File: config.mk
export PLATFORM = sky130hd
export DESIGN_NAME = ser2par_stream
export DESIGN_NICKNAME = d
export VERILOG_FILES = /design/src/rtl/ser2par_stream_pkg.sv /design/src/rtl/ser2par_fifo.sv /design/src/rtl/ser2par_stream.sv
export SDC_FILE = /design/constraint.sdc
export NUM_CORES = 1
export LEC_CHECK = 0
export ABC_CLOCK_PERIOD_IN_PS = 1660
export BUFFER_PORTS_ARGS = -buffer_cell sky130_fd_sc_hd__clkbuf_2
export CORE_UTILIZATION = 50
export CTS_BUF_LIST = sky130_fd_sc_hd__clkbuf_16
export DETAILED_ROUTE_END_ITERATION = 7
export PLACE_DENSITY_LB_ADDON = 0.1
export SETUP_SLACK_MARGIN = 0.5
export SYNTH_ARGS = -nofsm -noshare
export SYNTH_HDL_FRONTEND = slang
export SYNTH_SLANG_ARGS = --single-unit
File: constraint.sdc
create_clock -name clk -period 1.66 [get_ports clk]
set_input_delay 0.083 -clock clk [delete_from_list [all_inputs] [get_ports clk]]
set_output_delay 0.083 -clock clk [all_outputs]
set_load 0.02 [all_outputs]
File: src/rtl/ser2par_stream_pkg.sv
// ser2par_stream_pkg: shared FSM state type and helpers for ser2par_stream.
//   state_t : ST_DATA collects word bits, ST_PAR takes the trailing parity bit
//   clog2   : counter/pointer width helper
//   par_ok  : even-parity check of a word plus its parity bit
package ser2par_stream_pkg;

   typedef enum logic {ST_DATA, ST_PAR} state_t;

   function automatic int clog2(input int v);
      int r;
      r = 0;
      for (int i = 0; i < 31; i++)
         if ((1 << i) < v) r = i + 1;
      return r;
   endfunction

   // 1 when word bits and parity bit together hold an even number of ones
   function automatic logic par_ok(input logic [63:0] w, input logic p);
      return ~^{w, p};
   endfunction

endpackage

File: src/rtl/ser2par_fifo.sv
// ser2par_fifo: synchronous first-word-fall-through FIFO.
//   clk, rst_n      : clock, synchronous active-low reset
//   push, din       : write request and data (refused when full unless popping)
//   pop             : read request (ignored when empty)
//   dout            : head word, forced to 0 while empty
//   full, empty     : occupancy flags
module ser2par_fifo
   import ser2par_stream_pkg::*;
#(
   parameter int W     = 8,
   parameter int DEPTH = 2
) (
   input  logic         clk,
   input  logic         rst_n,
   input  logic         push,
   input  logic [W-1:0] din,
   input  logic         pop,
   output logic [W-1:0] dout,
   output logic         full,
   output logic         empty
);

   localparam int AW = clog2(DEPTH);

   logic [W-1:0] mem [DEPTH];
   logic [AW:0]  wr_ptr, rd_ptr;
   logic         do_pop, do_push;

   // extra pointer MSB distinguishes full from empty when the indices match
   assign empty   = wr_ptr == rd_ptr;
   assign full    = (wr_ptr[AW] != rd_ptr[AW]) && (wr_ptr[AW-1:0] == rd_ptr[AW-1:0]);
   assign do_pop  = pop && !empty;
   // a simultaneous pop frees the slot, so a push into a full FIFO still lands
   assign do_push = push && (!full || do_pop);
   assign dout    = empty ? '0 : mem[rd_ptr[AW-1:0]];

   always_ff @(posedge clk) begin
      if (!rst_n) begin
         wr_ptr <= '0;
         rd_ptr <= '0;
      end else begin
         if (do_push) wr_ptr <= wr_ptr + (AW+1)'(1);
         if (do_pop)  rd_ptr <= rd_ptr + (AW+1)'(1);
      end
   end

   always_ff @(posedge clk)
      if (do_push) mem[wr_ptr[AW-1:0]] <= din;

endmodule

File: src/rtl/ser2par_stream.sv
// ser2par_stream: serial-to-parallel converter with SOF realignment and an
// output FIFO with valid/ready handshake.
//   clk, rst_n        : clock, synchronous active-low reset
//   din, din_vld, sof : serial bit, bit qualifier, start-of-frame (qualified)
//   dout, dout_vld    : head-of-FIFO word and its valid
//   dout_rdy          : consumer accepts the head word
//   ovf               : one-cycle pulse when a completed word hits a full FIFO
//   par_err           : one-cycle pulse on a bad parity bit (parity build only)
// Define SER2PAR_STREAM_PARITY_EN to expect one even-parity bit after each word.
module ser2par_stream
   import ser2par_stream_pkg::*;
#(
   parameter int WIDTH     = 8,
   parameter bit MSB_FIRST = 1,
   parameter int OUT_DEPTH = 2
) (
   input  logic             clk,
   input  logic             rst_n,
   input  logic             din,
   input  logic             din_vld,
   input  logic             sof,
   output logic [WIDTH-1:0] dout,
   output logic             dout_vld,
   input  logic             dout_rdy,
   output logic             ovf
`ifdef SER2PAR_STREAM_PARITY_EN
   ,
   output logic             par_err
`endif
);

   localparam int              CW   = clog2(WIDTH);
   localparam logic [CW-1:0]   LAST = CW'(WIDTH - 1);

   logic [WIDTH-1:0] shreg, shreg_nx, push_word;
   logic [CW-1:0]    cnt, cnt_nx;
   logic             push, full, empty, ovf_nx;
`ifdef SER2PAR_STREAM_PARITY_EN
   state_t           state, state_nx;
   logic             perr_nx;
`endif

   always_comb begin
      shreg_nx  = MSB_FIRST ? {shreg[WIDTH-2:0], din} : {din, shreg[WIDTH-1:1]};
      cnt_nx    = cnt;
      push      = 1'b0;
`ifdef SER2PAR_STREAM_PARITY_EN
      // on the parity bit the register already holds the complete word
      push_word = shreg;
      state_nx  = state;
      perr_nx   = 1'b0;
      if (din_vld) begin
         if (sof) begin
            state_nx = ST_DATA;
            cnt_nx   = CW'(1);
         end else if (state == ST_PAR) begin
            state_nx = ST_DATA;
            cnt_nx   = '0;
            push     = par_ok(64'(shreg), din);
            perr_nx  = !push;
         end else if (cnt == LAST) begin
            state_nx = ST_PAR;
            cnt_nx   = '0;
         end else begin
            cnt_nx = cnt + CW'(1);
         end
      end
`else
      push_word = shreg_nx;
      if (din_vld) begin
         push   = !sof && cnt == LAST;
         cnt_nx = sof ? CW'(1) : push ? '0 : cnt + CW'(1);
      end
`endif
      // a pop in the same cycle makes room, so only a stalled consumer drops words
      ovf_nx = push && full && !dout_rdy;
   end

   always_ff @(posedge clk) begin
      if (!rst_n) begin
         shreg   <= '0;
         cnt     <= '0;
         ovf     <= 1'b0;
`ifdef SER2PAR_STREAM_PARITY_EN
         state   <= ST_DATA;
         par_err <= 1'b0;
`endif
      end else begin
         if (din_vld) shreg <= shreg_nx;
         cnt     <= cnt_nx;
         ovf     <= ovf_nx;
`ifdef SER2PAR_STREAM_PARITY_EN
         state   <= state_nx;
         par_err <= perr_nx;
`endif
      end
   end

   ser2par_fifo #(.W(WIDTH), .DEPTH(OUT_DEPTH)) u_fifo (
      .clk   (clk),
      .rst_n (rst_n),
      .push  (push),
      .din   (push_word),
      .pop   (dout_rdy),
      .dout  (dout),
      .full  (full),
      .empty (empty)
   );

   assign dout_vld = !empty;

endmodule
-- After elaboration in Yosys (flattened, before gate mapping)
Memories as Yosys holds them, arrays and structs flattened. A register that Yosys moved wholly into a read port is not among the register bits.
Cells that the tools add are included.
- bits in registers: 15
- RAM bits: 16
- input port bits: 6
- output and inout port bits: 10
- memories kept: 1
- add/sub/neg operators: 3
- equal/unequal tests: 4
- mux-type cells: 8
- reduce and logical (&&, ||, !) cells: 11
- memories (memory ; depth ; width ; rd ports ; clocked after memory_dff ; write ports ; RTL line ; source):
    u_fifo.mem ; 2 ; 8 ; 1 ; 1 ; 1 ; ser2par_fifo.sv:25 ; logic [W-1:0] mem [DEPTH];
- operators with widths (operator ; count):
    $mux 8 ; 1
    $logic_and 1x1->1 ; 6
    $mux 3 ; 2
    $mux 1 ; 5
    $add 2x1->2 const B ; 2
    $logic_not 1->1 ; 4
    $add 3x1->3 const B ; 1
    $eq 3x3->1 const B ; 1
    $eq 2x2->1 ; 1
    $eq 1x1->1 ; 1
    $logic_or 1x1->1 ; 1
    $ne 1x1->1 ; 1

-- Longest topological paths before layout
- depth after elaboration: 7
- gate-level depth with buffers: 5

-- Hierarchy
From an unflattened synthesis, not the netlist that was laid out.
- cell total of the unflattened synthesis: 107
- area, all modules: 1357.6 µm²
- modules (own cells, without submodules) (module ; times used ; cells each ; area an instance (µm²) ; seq. area each (µm²)):
    ser2par_fifo ; 1 ; 66 ; 894.6 ; 580.6
    ser2par_stream ; 1 ; 41 ; 462.9 ; 220.2

-- Least setup slack after synthesis
Ideal clock, no wire load.
- path kind: reg2reg
- start point: reg u_fifo.wr_ptr[0]
- end point: mem u_fifo.mem[0][0], enable pin
- arrival time: 1424 ps
- required time: 1277 ps
- slack: -148 ps
- stages on the path, launching flop included: 5
- path buffers: 1
- cells stage by stage: dfxtp_1 -> clkbuf_2 -> xor2_1 -> nor3b_2 -> nor3_1
- word-level cells in the longest chain between the ends: 7
- elaborated cells on any way between the ends: 10
- ends and longest elaborated chain (item ; RTL line ; source):
    from (decl) ; ser2par_fifo.sv:26 ; logic [AW:0] wr_ptr, rd_ptr;
    from (signal assigned) ; ser2par_fifo.sv:42 ; if (do_push) wr_ptr <= wr_ptr + (AW+1)'(1);
    $eq 2x2->1 or $eq 1x1->1 (tied branches) ; ser2par_fifo.sv:30, ser2par_fifo.sv:31 ;
    $logic_not 1->1 or $logic_and 1x1->1 (tied branches) ; ser2par_fifo.sv:32, ser2par_fifo.sv:31 ;
    $logic_and 1x1->1 or $logic_not 1->1 (tied branches) ; ser2par_fifo.sv:32, ser2par_fifo.sv:34 ;
    $logic_or 1x1->1 ; ser2par_fifo.sv:34 ; assign do_push = push && (!full || do_pop);
    $logic_and 1x1->1 ; ser2par_fifo.sv:34 ;
    $mux 1 ; ser2par_fifo.sv:48 ; if (do_push) mem[wr_ptr[AW-1:0]] <= din;
    $mux 1 (implied by the code) ; ser2par_fifo.sv:48 ;
    to (decl) ; ser2par_fifo.sv:25 ;
Several ways; a longest one is shown, not always the timed one.

-- Worst setup path after layout
- start point: reg u_fifo.wr_ptr[1]
- end point: mem u_fifo.mem[0][7], enable pin
- word-level cells in the longest chain between the ends: 7
- elaborated cells on any way between the ends: 10
- ends and longest elaborated chain (item ; RTL line):
    $eq 2x2->1 or $ne 1x1->1 (tied branches) ; ser2par_fifo.sv:30, ser2par_fifo.sv:31
    $logic_not 1->1 or $logic_and 1x1->1 (tied branches) ; ser2par_fifo.sv:32, ser2par_fifo.sv:31
    $logic_and 1x1->1 or $logic_not 1->1 (tied branches) ; ser2par_fifo.sv:32, ser2par_fifo.sv:34
    $logic_or 1x1->1 (*) ; ser2par_fifo.sv:34
    $logic_and 1x1->1 (*) ; ser2par_fifo.sv:34
    $mux 1 (*) ; ser2par_fifo.sv:48
    $mux 1 (implied by the code) (*) ; ser2par_fifo.sv:48
Mark *: on every way between the ends. The rest lies on a longest branch, timed or not.

==> flow_metrics.py <==
metrics = {
    "routing": {
        "routed_wl_mm": 2.48,
        "drtIter0Drc": 11,
        "num_vias": 903,
        "ant_nets": 0,
        "drc": 0,
        "vias_per_cell": 5.25,
        "first_pass_iters": 4,
        "wl_per_cell_um": 14.4,
    },
    "clock_network": {
        "cts.path.max_buffers": 2,
        "clk_pin_slew_ps": 50,
        "worstSkewPairLatency_ps": 270,
        "clock_sinks": 32,
        "clock-root-buffer": "clkbuf_16",
        "cts.htree.levels": 2,
        "cts_tree": "built",
        "numCtsBuffers": 5,
    },
    "placement": {
        "gp_congestion": 0.807,
        "dp_hpwl_mm": 1.52,
        "port_buffers": 15,
    },
    "floorplan": {
        "start_util": 0.532,
        "dieWidth_um": 53.4,
        "rows": 18,
        "ios": 16,
        "die_area_sq_mm": 0.00285,
        "core_sq_mm": 0.00248,
        "fp.dieH_um": 53.4,
    },
    "power": {
        "power_w": 0.00191,
        "peakVddDrop_mv": 1.02,
        "power_density_mw_per_mm2": 1040,
        "p_leak_nw": 0.739,
    },
    "yosys": {
        "synthTopCellsByArea": "edfxtp_1 (36%), dfxtp_1 (24%), mux2i_1 (14%)",
        "synth_top_area_frac": 0.364,
        "yosys-top-cells-count": "nor2_1 (19), mux2i_1 (18), dfxtp_1 (16), edfxtp_1 (16), a21oi_1 (5)",
        "ys_seq_elements": 32,
        "yosysUniqueCellTypes": 30,
        "yosys.cell_count.top_type": "nor2_1",
        "yosysWarnings": 0,
        "synth_area_per_cell_sq_um": 12.0,
        "yosys.area.top_type": "edfxtp_1",
        "synthArstFlopShare": 0,
        "netlist_area_sq_mm": 0.00132,
        "synthFlopType": "edfxtp_1",
        "syn_nets": 118,
        "netlist_instances": 110,
        "synth_edf_count": 16,
        "seq_area_frac_synth": 0.607,
    },
    "sta": {
        "relSlewSlack": 0.720,
        "fin_setup_tns_ps": 0,
        "min_period_ps": 1470,
        "hold_viol_final": 0,
        "fin_crit_sh": 0.887,
        "maxSlewViolCount": 0,
        "tightest_slew_ps": 420,
        "rsz0062_at_grt": "yes",
        "setup_viol": 0,
        "fmax_mhz": 679,
        "finClkSkew_ps": 5.25,
    },
    "global_routing": {
        "grt-ovfl-total": 0,
        "grt_max_degree": 13,
        "grt_antenna_before_repair": 0,
        "first_global_vias": 825,
        "grtUsageTotal": 0.211,
        "grt_pass1_wl_mm": 3.91,
    },
    "critical_path": {
        "crit_slowest_cell": "dfxtp_4",
        "cp.required_ps": 1650,
        "crit_arrival_ps": 1460,
        "endpoint_kind": "flip-flop",
        "crit_fanout": 4,
        "crit_chain": "xor2_4, nor3b_4, buf_6, nor3_4, buf_6",
        "critPathMostFrequentCell": "buf_6",
        "slowest_delay_ps": 360,
        "r2r_setup_slack_ps": 190,
        "critPathLaunchType": "flip-flop",
        "r2r_cells": 5,
        "crit_type": "reg2reg",
    },
    "finish": {
        "area_growth_pct": 38.8,
        "diodes": 0,
        "drive_gt1_frac": 0.401,
        "nNetsFinal": 149,
    },
    "worst_hold_path": {
        "whs_path_depth": 1,
        "hold_path_class": "in2reg",
    },
    "status": {
        "status": "completed",
    },
    "flow_run": {
        "maxCapViolCount": 0,
    },
}
layer usage:
metal | up-vias | GRT usage | share of wire
li1 | 447 | - | -
met1 | 438 | 0.259 | 0.45
met2 | 16 | 0.321 | 0.51
met3 | 2 | 0.0862 | 0.032
met4 | 0 | 0.0921 | 0.0068
met5 | - | 0 | 0
kinds of logic after synthesis:
| logic type | synth area share |
|---|---|
| AO/OA/AOI/OAI | 0.0465 |
| XOR/XNOR | 0.0190 |
| flip-flops | 0.607 |
| multiplexers | 0.137 |
| adder cells (fa/ha/maj) | 0.0190 |
| AND/OR/NAND/NOR | 0.147 |
| buffers and inverters | 0.0247 |
final cells by class:
cell class / count / area [sq um]
well taps: 30 / 37.5
inverters: 4 / 15.0
clock inverters: 3 / 42.5
clock buffers: 5 / 125
multi-input cells: 70 / 596
flip-flops and latches: 32 / 817
repair buffers: 28 / 198
fillers: 161 / 647
flip-flops by register name, summed over array words and instances, names as in the netlist, named ones only:
signal / flops
u_fifo.wr_ptr: 2
cnt: 3
u_fifo.mem: 16
shreg: 7
ovf: 1
u_fifo.rd_ptr: 2
timing repair:
action	in CTS	in global routing
setup endpoints to repair	29	32
hold buffers	0	0
setup buffers	10	1
resized for setup	15	13
pin swaps	5	9
stage by stage:
step                      setup slack (ps)   util  std cells  instance area, sq um  hold WS (ps)
after detailed placement               180  0.606        153                  1500           300
after CTS                              189  0.726        171                  1800          22.9
after global placement                 205  0.606        153                  1500           294
after global routing                   148  0.739        172                  1830          24.2
final                                  188  0.739        172                  1830          25.3
after floorplan                        273      -        110                  1400           182
worst max-delay path, delay by kind of cell, from the launching register on:
kind	cells	cell delay [ps]
flops	1	360
xor+xnor	1	200
buf+inv	2	270
simple gates	2	360
placed cells by master, fill, tap and decap left out, types with 5 or more instances in the layout:
cell type,netlist,final
clkbuf_16,0,5
mux2i_1,18,18
buf_6,0,6
edfxtp_1,16,16
dfxtp_1,16,9
clkbuf_2,1,10
buf_4,0,8
nor2_1,19,17
report_power, final:
| group | switching [W] | total, W | internal [W] |
|---|---|---|---|
| clock network | 0.000316 | 0.00102 | 0.000703 |
| registers | 0.00000694 | 0.000834 | 0.000827 |
| logic | 0.0000299 | 0.0000544 | 0.0000245 |
final timing paths:
path                                  startpoint               end
worst min-delay path                         din  u_fifo.mem[1][0]
worst max register to register  u_fifo.wr_ptr[1]  u_fifo.mem[0][7]
worst max-delay path            u_fifo.wr_ptr[1]  u_fifo.mem[0][7]
worst min register to register          shreg[6]  u_fifo.mem[1][7]
Note: power is estimated with default switching activity, not from simulation.
